**config.mk**
```make
export PLATFORM = sky130hd
export DESIGN_NAME = mem_bus_ctrl
export DESIGN_NICKNAME = d
export VERILOG_FILES = /design/src/rtl/mem_bus_ctrl.sv
export SDC_FILE = /design/constraint.sdc
export NUM_CORES = 1
export LEC_CHECK = 0
export BUFFER_PORTS_ARGS = -buffer_cell sky130_fd_sc_hd__buf_2
export CORE_MARGIN = 3
export CORE_UTILIZATION = 52
export DETAILED_ROUTE_END_ITERATION = 7
export PLACE_DENSITY = 0.94
export SLEW_MARGIN = 0
export SYNTH_ARGS = -nofsm -noshare
export SYNTH_HDL_FRONTEND = slang
export SYNTH_SLANG_ARGS = --single-unit
```
**constraint.sdc**
```tcl
create_clock -name clk -period 4.37 [get_ports clk]
set_input_delay 0.437 -clock clk [delete_from_list [all_inputs] [get_ports clk]]
set_output_delay 0.437 -clock clk [all_outputs]
set_load 0.1 [all_outputs]
```
**src/rtl/mem_bus_ctrl.sv**
```systemverilog
// mem_bus_ctrl
//   Load/store front end between the core's memory stage and the on-chip
//   1 KB byte-lane RAM. Takes one request at a time. It checks alignment and
//   address range, builds the active-low byte write mask, replicates store
//   data across lanes, and extends load data. Each request ends with a
//   one-cycle done pulse.
//
// State table:
//   state         | meaning
//   IDLE          | ready for a request; req_ready = 1
//   READ_WAIT     | load address presented, RAM registering read data
//   READ_CAPTURE  | RAM read data valid, extract/extend and signal done
//   WRITE         | write strobe high for exactly this cycle, signal done
//   FAULT         | rejected request, signal done with error
//
// Ports:
//   clk, reset         system clock, asynchronous active-low reset
//   req_*              core request (valid/ready handshake, accepted in IDLE)
//   done, error        one-cycle completion pulse and fault flag
//   load_data          extended load result, held until the next done
//   ram_*              RAM interface: byte address, lane data, active-low
//                      lane mask, write strobe, registered read data
module mem_bus_ctrl #(
    parameter logic [31:0] RAM_BASE      = 32'h0000_4000,
    parameter int          RAM_ADDR_BITS = 10
) (
    input  logic                     clk,
    input  logic                     reset,
    input  logic                     req_valid,
    output logic                     req_ready,
    input  logic                     req_write,
    input  logic [1:0]               req_size,
    input  logic                     req_unsigned,
    input  logic [31:0]              req_address,
    input  logic [31:0]              req_wdata,
    output logic                     done,
    output logic                     error,
    output logic [31:0]              load_data,
    output logic [RAM_ADDR_BITS-1:0] ram_address,
    output logic [31:0]              ram_data_in,
    input  logic [31:0]              ram_data_out,
    output logic [3:0]               ram_write_mask,
    output logic                     ram_write_enable
);

    typedef enum logic [2:0] {
        IDLE,
        READ_WAIT,
        READ_CAPTURE,
        WRITE,
        FAULT
    } state_t;

    localparam logic [1:0] SIZE_BYTE = 2'd0;
    localparam logic [1:0] SIZE_HALF = 2'd1;
    localparam logic [1:0] SIZE_WORD = 2'd2;

    state_t state, state_nx;

    logic [1:0]               size_q, size_nx;
    logic [1:0]               offset_q, offset_nx;
    logic                     unsigned_q, unsigned_nx;
    logic [RAM_ADDR_BITS-1:0] ram_address_nx;
    logic [31:0]              ram_data_in_nx;
    logic [3:0]               ram_write_mask_nx;
    logic                     ram_write_enable_nx;
    logic                     done_nx;
    logic                     error_nx;
    logic [31:0]              load_data_nx;

    logic [1:0]  req_offset;
    logic        req_fault;
    logic [3:0]  store_mask;
    logic [31:0] store_data;
    logic [31:0] load_extracted;
    logic [7:0]  load_byte;
    logic [15:0] load_half;

    assign req_ready  = (state == IDLE);
    assign req_offset = req_address[1:0];

    // Fault: illegal size, misalignment, or address outside the RAM window.
    always_comb begin
        req_fault = 1'b0;
        if (req_size == 2'd3)
            req_fault = 1'b1;
        if (req_size == SIZE_HALF && req_offset[0])
            req_fault = 1'b1;
        if (req_size == SIZE_WORD && req_offset != 2'd0)
            req_fault = 1'b1;
        if (req_address[31:RAM_ADDR_BITS] != RAM_BASE[31:RAM_ADDR_BITS])
            req_fault = 1'b1;
    end

    always_comb begin
        store_mask = 4'b0000;
        store_data = req_wdata;
        case (req_size)
            SIZE_BYTE: begin
                store_mask = ~(4'b0001 << req_offset);
                store_data = {4{req_wdata[7:0]}};
            end
            SIZE_HALF: begin
                store_mask = req_offset[1] ? 4'b0011 : 4'b1100;
                store_data = {2{req_wdata[15:0]}};
            end
            default: begin
                store_mask = 4'b0000;
                store_data = req_wdata;
            end
        endcase
    end

    always_comb begin
        load_byte = ram_data_out[7:0];
        case (offset_q)
            2'd0:    load_byte = ram_data_out[7:0];
            2'd1:    load_byte = ram_data_out[15:8];
            2'd2:    load_byte = ram_data_out[23:16];
            default: load_byte = ram_data_out[31:24];
        endcase
        load_half = offset_q[1] ? ram_data_out[31:16] : ram_data_out[15:0];
        case (size_q)
            SIZE_BYTE: load_extracted = {{24{~unsigned_q & load_byte[7]}}, load_byte};
            SIZE_HALF: load_extracted = {{16{~unsigned_q & load_half[15]}}, load_half};
            default:   load_extracted = ram_data_out;
        endcase
    end

    always_comb begin
        state_nx            = state;
        size_nx             = size_q;
        offset_nx           = offset_q;
        unsigned_nx         = unsigned_q;
        ram_address_nx      = ram_address;
        ram_data_in_nx      = ram_data_in;
        ram_write_mask_nx   = 4'b1111;
        ram_write_enable_nx = 1'b0;
        done_nx             = 1'b0;
        error_nx            = 1'b0;
        load_data_nx        = load_data;
        case (state)
            IDLE: begin
                if (req_valid) begin
                    size_nx        = req_size;
                    offset_nx      = req_offset;
                    unsigned_nx    = req_unsigned;
                    ram_address_nx = req_address[RAM_ADDR_BITS-1:0];
                    if (req_fault) begin
                        state_nx = FAULT;
                    end else if (req_write) begin
                        state_nx            = WRITE;
                        ram_write_enable_nx = 1'b1;
                        ram_write_mask_nx   = store_mask;
                        ram_data_in_nx      = store_data;
                    end else begin
                        state_nx = READ_WAIT;
                    end
                end
            end
            WRITE: begin
                done_nx  = 1'b1;
                state_nx = IDLE;
            end
            READ_WAIT: begin
                state_nx = READ_CAPTURE;
            end
            READ_CAPTURE: begin
                load_data_nx = load_extracted;
                done_nx      = 1'b1;
                state_nx     = IDLE;
            end
            FAULT: begin
                load_data_nx = 32'h0;
                done_nx      = 1'b1;
                error_nx     = 1'b1;
                state_nx     = IDLE;
            end
            default: begin
                state_nx = IDLE;
            end
        endcase
    end

    always_ff @(posedge clk or negedge reset) begin
        if (!reset) begin
            state <= IDLE;
        end else begin
            state <= state_nx;
        end
    end

    // Async reset on the strobe drops a pending write immediately.
    always_ff @(posedge clk or negedge reset) begin
        if (!reset) begin
            size_q           <= 2'd0;
            offset_q         <= 2'd0;
            unsigned_q       <= 1'b0;
            ram_address      <= '0;
            ram_data_in      <= 32'h0;
            ram_write_mask   <= 4'b1111;
            ram_write_enable <= 1'b0;
            done             <= 1'b0;
            error            <= 1'b0;
            load_data        <= 32'h0;
        end else begin
            size_q           <= size_nx;
            offset_q         <= offset_nx;
            unsigned_q       <= unsigned_nx;
            ram_address      <= ram_address_nx;
            ram_data_in      <= ram_data_in_nx;
            ram_write_mask   <= ram_write_mask_nx;
            ram_write_enable <= ram_write_enable_nx;
            done             <= done_nx;
            error            <= error_nx;
            load_data        <= load_data_nx;
        end
    end

endmodule

```
======== After elaboration in Yosys (flattened, before gate mapping) ========
Cells that the tools add are included.
cells by class
  equality and inequality tests ........... 12
  shifts and indexed selects .............. 1
  mux-type cells .......................... 25
  bitwise operators ....................... 5
  reduce and logical (&&, ||, !) cells .... 11
operator list
  kind                   count
  $pmux W32 S2           3
  $pmux W8 S3            1
  $ne A22 B5 Y1 const B  1
  $mux W4                5
  $mux W16               1
  $mux W1                10
  $pmux W4 S2            1
  $eq A2 B1 Y1 const B   3
  $eq A2 B2 Y1 const B   3
  $eq A3 B2 Y1 const B   2
  $logic_not A2 Y1       3
  $mux W3                2
  $pmux W3 S2            1
  $not A4 Y4             1
  $reduce_and A4 Y1      1
  $reduce_bool A2 Y1     2
  $shl A1 B2 Y4 const A  1
  $eq A3 B1 Y1 const B   1
  $eq A3 B3 Y1 const B   1
  $logic_not A3 Y1       1
  $reduce_or A3 Y1       1
  $and A1 B1 Y1          2
  $logic_and A1 B1 Y1    2
  $mux W2                1
  3 further kinds        4
storage, ports and cells
  register bits ........................... 89
  logic and storage cells ................. 65

======== Longest topological paths before layout ========
Gate-level depths: netlist of run 1.
  depth in word-level cells ............... 8
  mapped depth ............................ 5
  gate-level depth less buffers ........... 4

======== Worst setup path before layout of run 1 ========
OpenSTA, ideal clock, no wires.
  path type ............................... register -> register
  from .................................... reg state[0]
  to ...................................... reg ram_data_in[0]
  library setup time ...................... 126 ps
  arrival time ............................ 4133 ps
  data required time ...................... 4244 ps
  slack ................................... 110 ps
  cell stages (with the launch flop) ...... 6
  path buffers ............................ 1
  clock period less this slack ............ 4260 ps
  path through ............................ dfrtp_1 -> nor3_1 -> nand2_1 -> nor4_4 -> buf_6 -> mux2_4
on the way
  cells in the longest elaborated chain, start to end .. 2
ends and longest elaborated chain
  element                             line  source
  from (decl)                         58    state_t state, state_nx;
  from (signal assigned)              189   state <= state_nx;
  $logic_not A3 Y1                    --
  named net req_ready                 30    output logic req_ready,
  $reduce_and A4 Y1 (no source line)  --
  to (signal assigned)                211   ram_data_in <= ram_data_in_nx;
  to (decl)                           40    output logic [31:0] ram_data_in,
The timed path passes the listed nets, and every way through them passes these cells.
A chain may end at the register's enable or synchronous reset.

======== Worst setup path after layout of run 1 ========
  from .................................... reg state[0]
  to ...................................... reg ram_data_in[25]
on the way
  cells in the longest elaborated chain, start to end .. 2
ends and longest elaborated chain
  element                             line  source
  $logic_not A3 Y1                    142   case (state)
  $reduce_and A4 Y1 (no source line)  --
No other way between the ends.

==> metrics, run 1 <==
Design Power 1830 uW; final hold viol count 0; #FFs+latches synth between 80 and 90; PostCTS Resize Cnt 0; post-synthesis xor/xnor area fraction 0%; placed instance area between 5000 and 6000 um^2; Mean Syn Cell Area 11.3 um^2; CTS tree done; remaining global-route overflow 0; Sw Ratio a little under a third; clock-pin slew on the worst setup and hold paths about 0.09 ns; unrepaired setup endpoints after global routing false; commonest non-fill, non-tap cell in the layout buf_2; Pwr Density 335 nW/um^2; Crit. End Element register; CTS buffer count 9; Core Util, Final 69.7%; starting density of the core 54.5%; Final Slew Violations 0; Core Region 7850 um^2; share of post-route cells with drive strength above 1 47.3%; worst path required time around 4.6 ns; via count 3711; largest family of logic cells by synthesized area multiplexers; vias per cell ~5.6; critical path class register to register; vias in the first global route around 3900; Final #Nets ~660; gpl congestion 0.896; antenna violation net count after detailed routing 0; Final Cycle Share a little under three fifths; slew at the pin closest to its max-slew limit ~1.1 ns; post-route cell area approximately 5500 um^2; largest net degree at the start of global routing 88; Rows 32; die boundary height about 97 um; antenna fix cells 0; Logic pwr share between 10% and 20%; Tot GR Track Use between 20% and 30%; dpl ws roughly 1.8 ns; Int Pwr ~1300 uW; Setup WS post-layout 1.90 ns; synth-to-layout area growth 27.9%; Clk network pwr share 35.2%; Synth Flop Type dfrtp_1; VDD IR max 144 uV; Syn Nets 480; Synth area leader dfrtp_1; # IOs between 150 and 200; post-route minimum period 2.47 ns; DRT iter0 DRCs around 170; max_slew headroom ~28%; post-synthesis cell count ~380; Worst EP arrival 2.71 ns; Max-Cap Viols 0; DRC 0; sequential area share after synthesis between 50% and 60%; critical path launch point type register; HP Class input pin to async pin; final total negative setup slack 0 ns; Leak 0.00289 uW; Root Driver clkbuf_8; fraction of registers with async set/reset 100%; post-synthesis simple-gate area fraction roughly 15%; Num Clock Sinks 87; EDFF count, synth 0; sequential power share a little under half; Synth warnings 0; adder-cell share of the synthesized area 0%; hold buffers post-CTS 0; Synth top area share between 40% and 50%; TritonRoute pass-1 iters 5; Mapped Area between 4000 and 5000 um^2; Max Clk Rate between 0.4 and 0.5 GHz; Longest Clk Path Bufs 2; Port Buffers approximately 180; Die ar. a little over 9000 um^2; outcome finished clean; postcts setup bufs 0; Setup Skew 0.00528 ns; sw power ~550 uW; routed len/inst 18.1 um; complex-gate fraction of the synthesized area 11.7%; DIE WIDTH ~97 um; r2r startpoint state[0]; clk_lat worst skew around 0.35 ns; Cell variety after synth 35; most frequent cells in the layout 183 x buf_2, 83 x dfrtp_1, 66 x nand2_1, 47 x o21ai_0, 30 x mux2_4; WL final 11900 um; Setup-failing EPs final 0; mux contribution to synthesized area about a fifth; initial antenna violation count 0; Synth area leaders dfrtp_1 49%, mux2_4 11%, nand2_1 5.8%; first-pass GRT wire length 19500 um; R2R Setup Slk approximately 1.9 ns; worst reg-to-reg path cell count 5; RR Endpoint ram_data_in[25]; DP HPWL between 8000 and 9000 um; H-tree depth 3; CP max FO 32
## registers in the layout, indices dropped and copies added, names as in the netlist
name and cells:
done 1, error 1, load_data 32, ram_address 10, ram_data_in 32, ram_write_enable 1
ram_write_mask 4, size_q 2, state 3, unsigned_q 1
## synth_stat cells, types with 3 or more instances
master     n
mux2_2    19
a21oi_1    9
dfrtp_1   83
clkbuf_1  11
mux2i_1   16
inv_1      4
nand2b_1   3
o21ai_0   47
a221o_1   16
buf_1      5
buf_6      3
nor3_1    13
nor2_1     9
nor2b_1    9
or3_1      7
dfstp_2    4
mux2_4    30
nand2_1   66
## kinds of logic (layout without fill, tap and decap cells)
group,Yosys count,count (layout)
compound gates,79,79
simple gates,120,120
mux,66,66
buf+inv,25,206
flops,87,87
## power groups by stage
| stage | logic, uW | registers (uW) | clock network [uW] |
|---|---|---|---|
| global route | 364 | 853 | 689 |
| CTS | 339 | 848 | 656 |
| finish | 338 | 849 | 644 |
| global placement | 327 | 862 | 0 |
| detailed placement | 337 | 864 | 0 |
| floorplan | 133 | 948 | 0 |
## final cells by class
type                    instances  area (um^2)
clock inverters                 4         76.3
repair buffers                186          938
fillers                       586         2380
multi-input cells             265         1980
inverters                       4         15.0
clock buffers                  12          155
flip-flops and latches         87         2180
well taps                     102          128
## metrics by stage
stage,cells,hold slack [ns]
3_3_place_gp,644,0.453
6_report,660,0.275
4_1_cts,660,0.261
5_1_grt,660,0.278
2_1_floorplan,377,0.141
3_5_place_dp,644,0.458
## per-layer routing
layer / GRT usage [%] / vias to the layer above / share of wire, %
li1: - / 1699 / -
met1: 31.6 / 1764 / 39
met2: 43.2 / 216 / 50
met3: 5.70 / 32 / 8.1
met4: 10.8 / 0 / 2.5
met5: 0 / - / 0
## worst max path at each step
stage,start,endpoint,slack [ns]
global placement,req_address[16],ram_data_in[24],1.96
CTS,state[0],ram_data_in[25],1.86
floorplan,state[0],ram_data_in[0],0.11
finish,state[0],ram_data_in[25],1.90
detailed placement,req_address[16],ram_data_in[24],1.81
global route,state[0],ram_data_in[24],1.64
## critical path, cell delays in order (launching register included)
cell     delay (ns)
dfrtp_1        0.46
nor3_1         0.28
nand2_1        0.42
nor4_4         0.27
buf_4          0.52
mux2_2         0.40
No activity file was read; power rests on OpenSTA's default activity.
==> run 2: changes to the inputs <==
Settings changed: CORE_UTILIZATION 52 to 43, PLACE_DENSITY 0.94 to 0.84.
Clock period 4.37 ns to 2 ns, I/O delays scaled along.
==> run 2 against run 1 <==
Net effect: register-to-register slack got worse by 1.7 ns; sequential share of layout area fell by 1.3 points; final cell count rose by 7.1%; total power rose by 110%; via count rose by 2.4%; sequential cell count did not move; hold slack got worse by 0.23 ns; routed wire length rose by 4.9%; design area rose by 3.7%; first-iteration DRC count rose by 23%; largest power group unchanged.
==> metrics, run 2 (synthesis gave the netlist of run 1 again) <==
outcome finished clean; CTS buffer count 9; commonest non-fill, non-tap cell in the layout buf_2; Pwr Density a little under 700 nW/um^2; Core Util, Final about three fifths; Clk network pwr share 32.3%; clock-pin slew on the worst setup and hold paths about 0.090 ns; Sw Ratio between 30% and 40%; sequential power share a little under half; Rows 35; Num Clock Sinks 87; WL final about 13000 um; Max Clk Rate around 0.55 GHz; final total negative setup slack 0 ns; Logic pwr share a little over a fifth; placed cell count 688; routed len/inst about 18 um; Leak just under 0.003 uW; initial antenna violation count 0; Final Cycle Share around nine tenths; share of post-route cells with drive strength above 1 49.8%; Worst EP arrival 2.06 ns; unrepaired setup endpoints after global routing false; dpl ws -0.0818 ns; max_slew headroom a little over half; worst path required time between 2 and 2.5 ns; CP max FO 8; Port Buffers 184; critical path launch point type register; Buf/Inv on CP 1; most frequent cells in the layout 183 x buf_2, 81 x dfrtp_1, 65 x nand2_1, 47 x o21ai_0, 30 x mux2_4; CP peak stage delay 0.53 ns; Tot GR Track Use a little under a quarter; synth-to-layout area growth 32.6%; Crit. End Element register; DRT iter0 DRCs around 210; vias in the first global route roughly 4000; post-route minimum period between 1.5 and 2 ns; Core Region 9460 um^2; DIE WIDTH 106 um; critical path class register to register; Root Driver clkbuf_8; Longest Clk Path Bufs 2; remaining global-route overflow 0; antenna violation net count after detailed routing 0; Worst path slowest cell mux4_2; Die ar. about 11000 um^2; Layout Cells excl Fill about 700; Setup-failing EPs final 0; biggest regs load_data: 32 flops, ram_data_in: 32 flops, ram_address: 10 flops; TritonRoute pass-1 iters 4; HP Class input pin to register; via count ~3800; DP HPWL 9610 um; Final Slew Violations 0; VDD IR max approximately 540 uV; clk_lat worst skew between 0.3 and 0.4 ns; CTS tree done; # IOs between 150 and 200; CP cell instances mux4_2 -> mux2i_2 -> nor4b_4 -> buf_4 -> a221o_1; antenna fix cells 0; DRC 0; Setup WS post-layout 0.170 ns; Setup Skew between 0.01 and 0.015 ns; Final #Nets between 600 and 700; Top delay family on crit path multiplexers; largest net degree at the start of global routing 56; sw power between 1000 and 1500 uW; H-tree depth 3; fillers approximately 800; Int Pwr ~2600 uW; first-pass GRT wire length 20200 um; Max-Cap Viols 0; starting density of the core ~45%; final hold viol count 0; vias per cell 5.38; slew at the pin closest to its max-slew limit approximately 0.7 ns; Design Power between 3000 and 4000 uW; gpl congestion 0.912; die boundary height roughly 110 um
[run 2: layout make-up]
type / count / area, um^2 / share of cell area [%]
sequential: 87 / 2190 / 38.6
multi-input combinational: 265 / 1990 / 35.2
timing repair buffer: 206 / 1120 / 19.7
tap: 129 / 161 / 2.85
clock buffer: 10 / 128 / 2.25
clock inverter: 6 / 70.1 / 1.24
inverter: 4 / 15.0 / 0.265
[run 2: timing repair]
item	in CTS	in global routing
hold buffers	1	0
resized for setup	0	0
endpoints found under the setup margin	2	0
setup buffers	2	0
hold endpoints to repair	48	0
[run 2: stage by stage]
step | cell area, um^2 | hold WS, ns
2_1_floorplan | 4300 | -0.0956
3_3_place_gp | 5450 | 0.275
3_5_place_dp | 5450 | 0.293
4_1_cts | 5670 | 0.0175
5_1_grt | 5670 | 0.0283
6_report | 5670 | 0.0410
[run 2: metal layers]
metal	wire length, um	GRT usage [%]
met1	4870	27.5
met2	6310	39.7
met3	1110	5.51
met4	238	6.66
met5	0	0
[run 2: power groups by stage]
stage,Combinational [uW],Clock [uW],Sequential [uW]
global placement,785,0,1860
global route,870,1370,1840
CTS,812,1290,1830
finish,812,1260,1830
detailed placement,808,0,1870
floorplan,296,0,2080
[run 2: path summary, 6_finish.rpt]
path	startpoint	to	slack (ns)	cells past startpoint
max	ram_address[1]	load_data[20]	0.17	5
min	req_address[3]	ram_address[3]	0.04	3
max reg2reg	ram_address[1]	load_data[20]	0.17	5
min reg2reg	ram_address[8]	ram_address[8]	0.48	2
max in group asynchronous	reset	ram_data_in[10]	0.89	3
min in group asynchronous	reset	load_data[13]	0.44	2
[run 2: worst min-delay path: stages]
cell,delay [ns]
buf_2,0.08
nand2_1,0.04
nand2_1,0.04
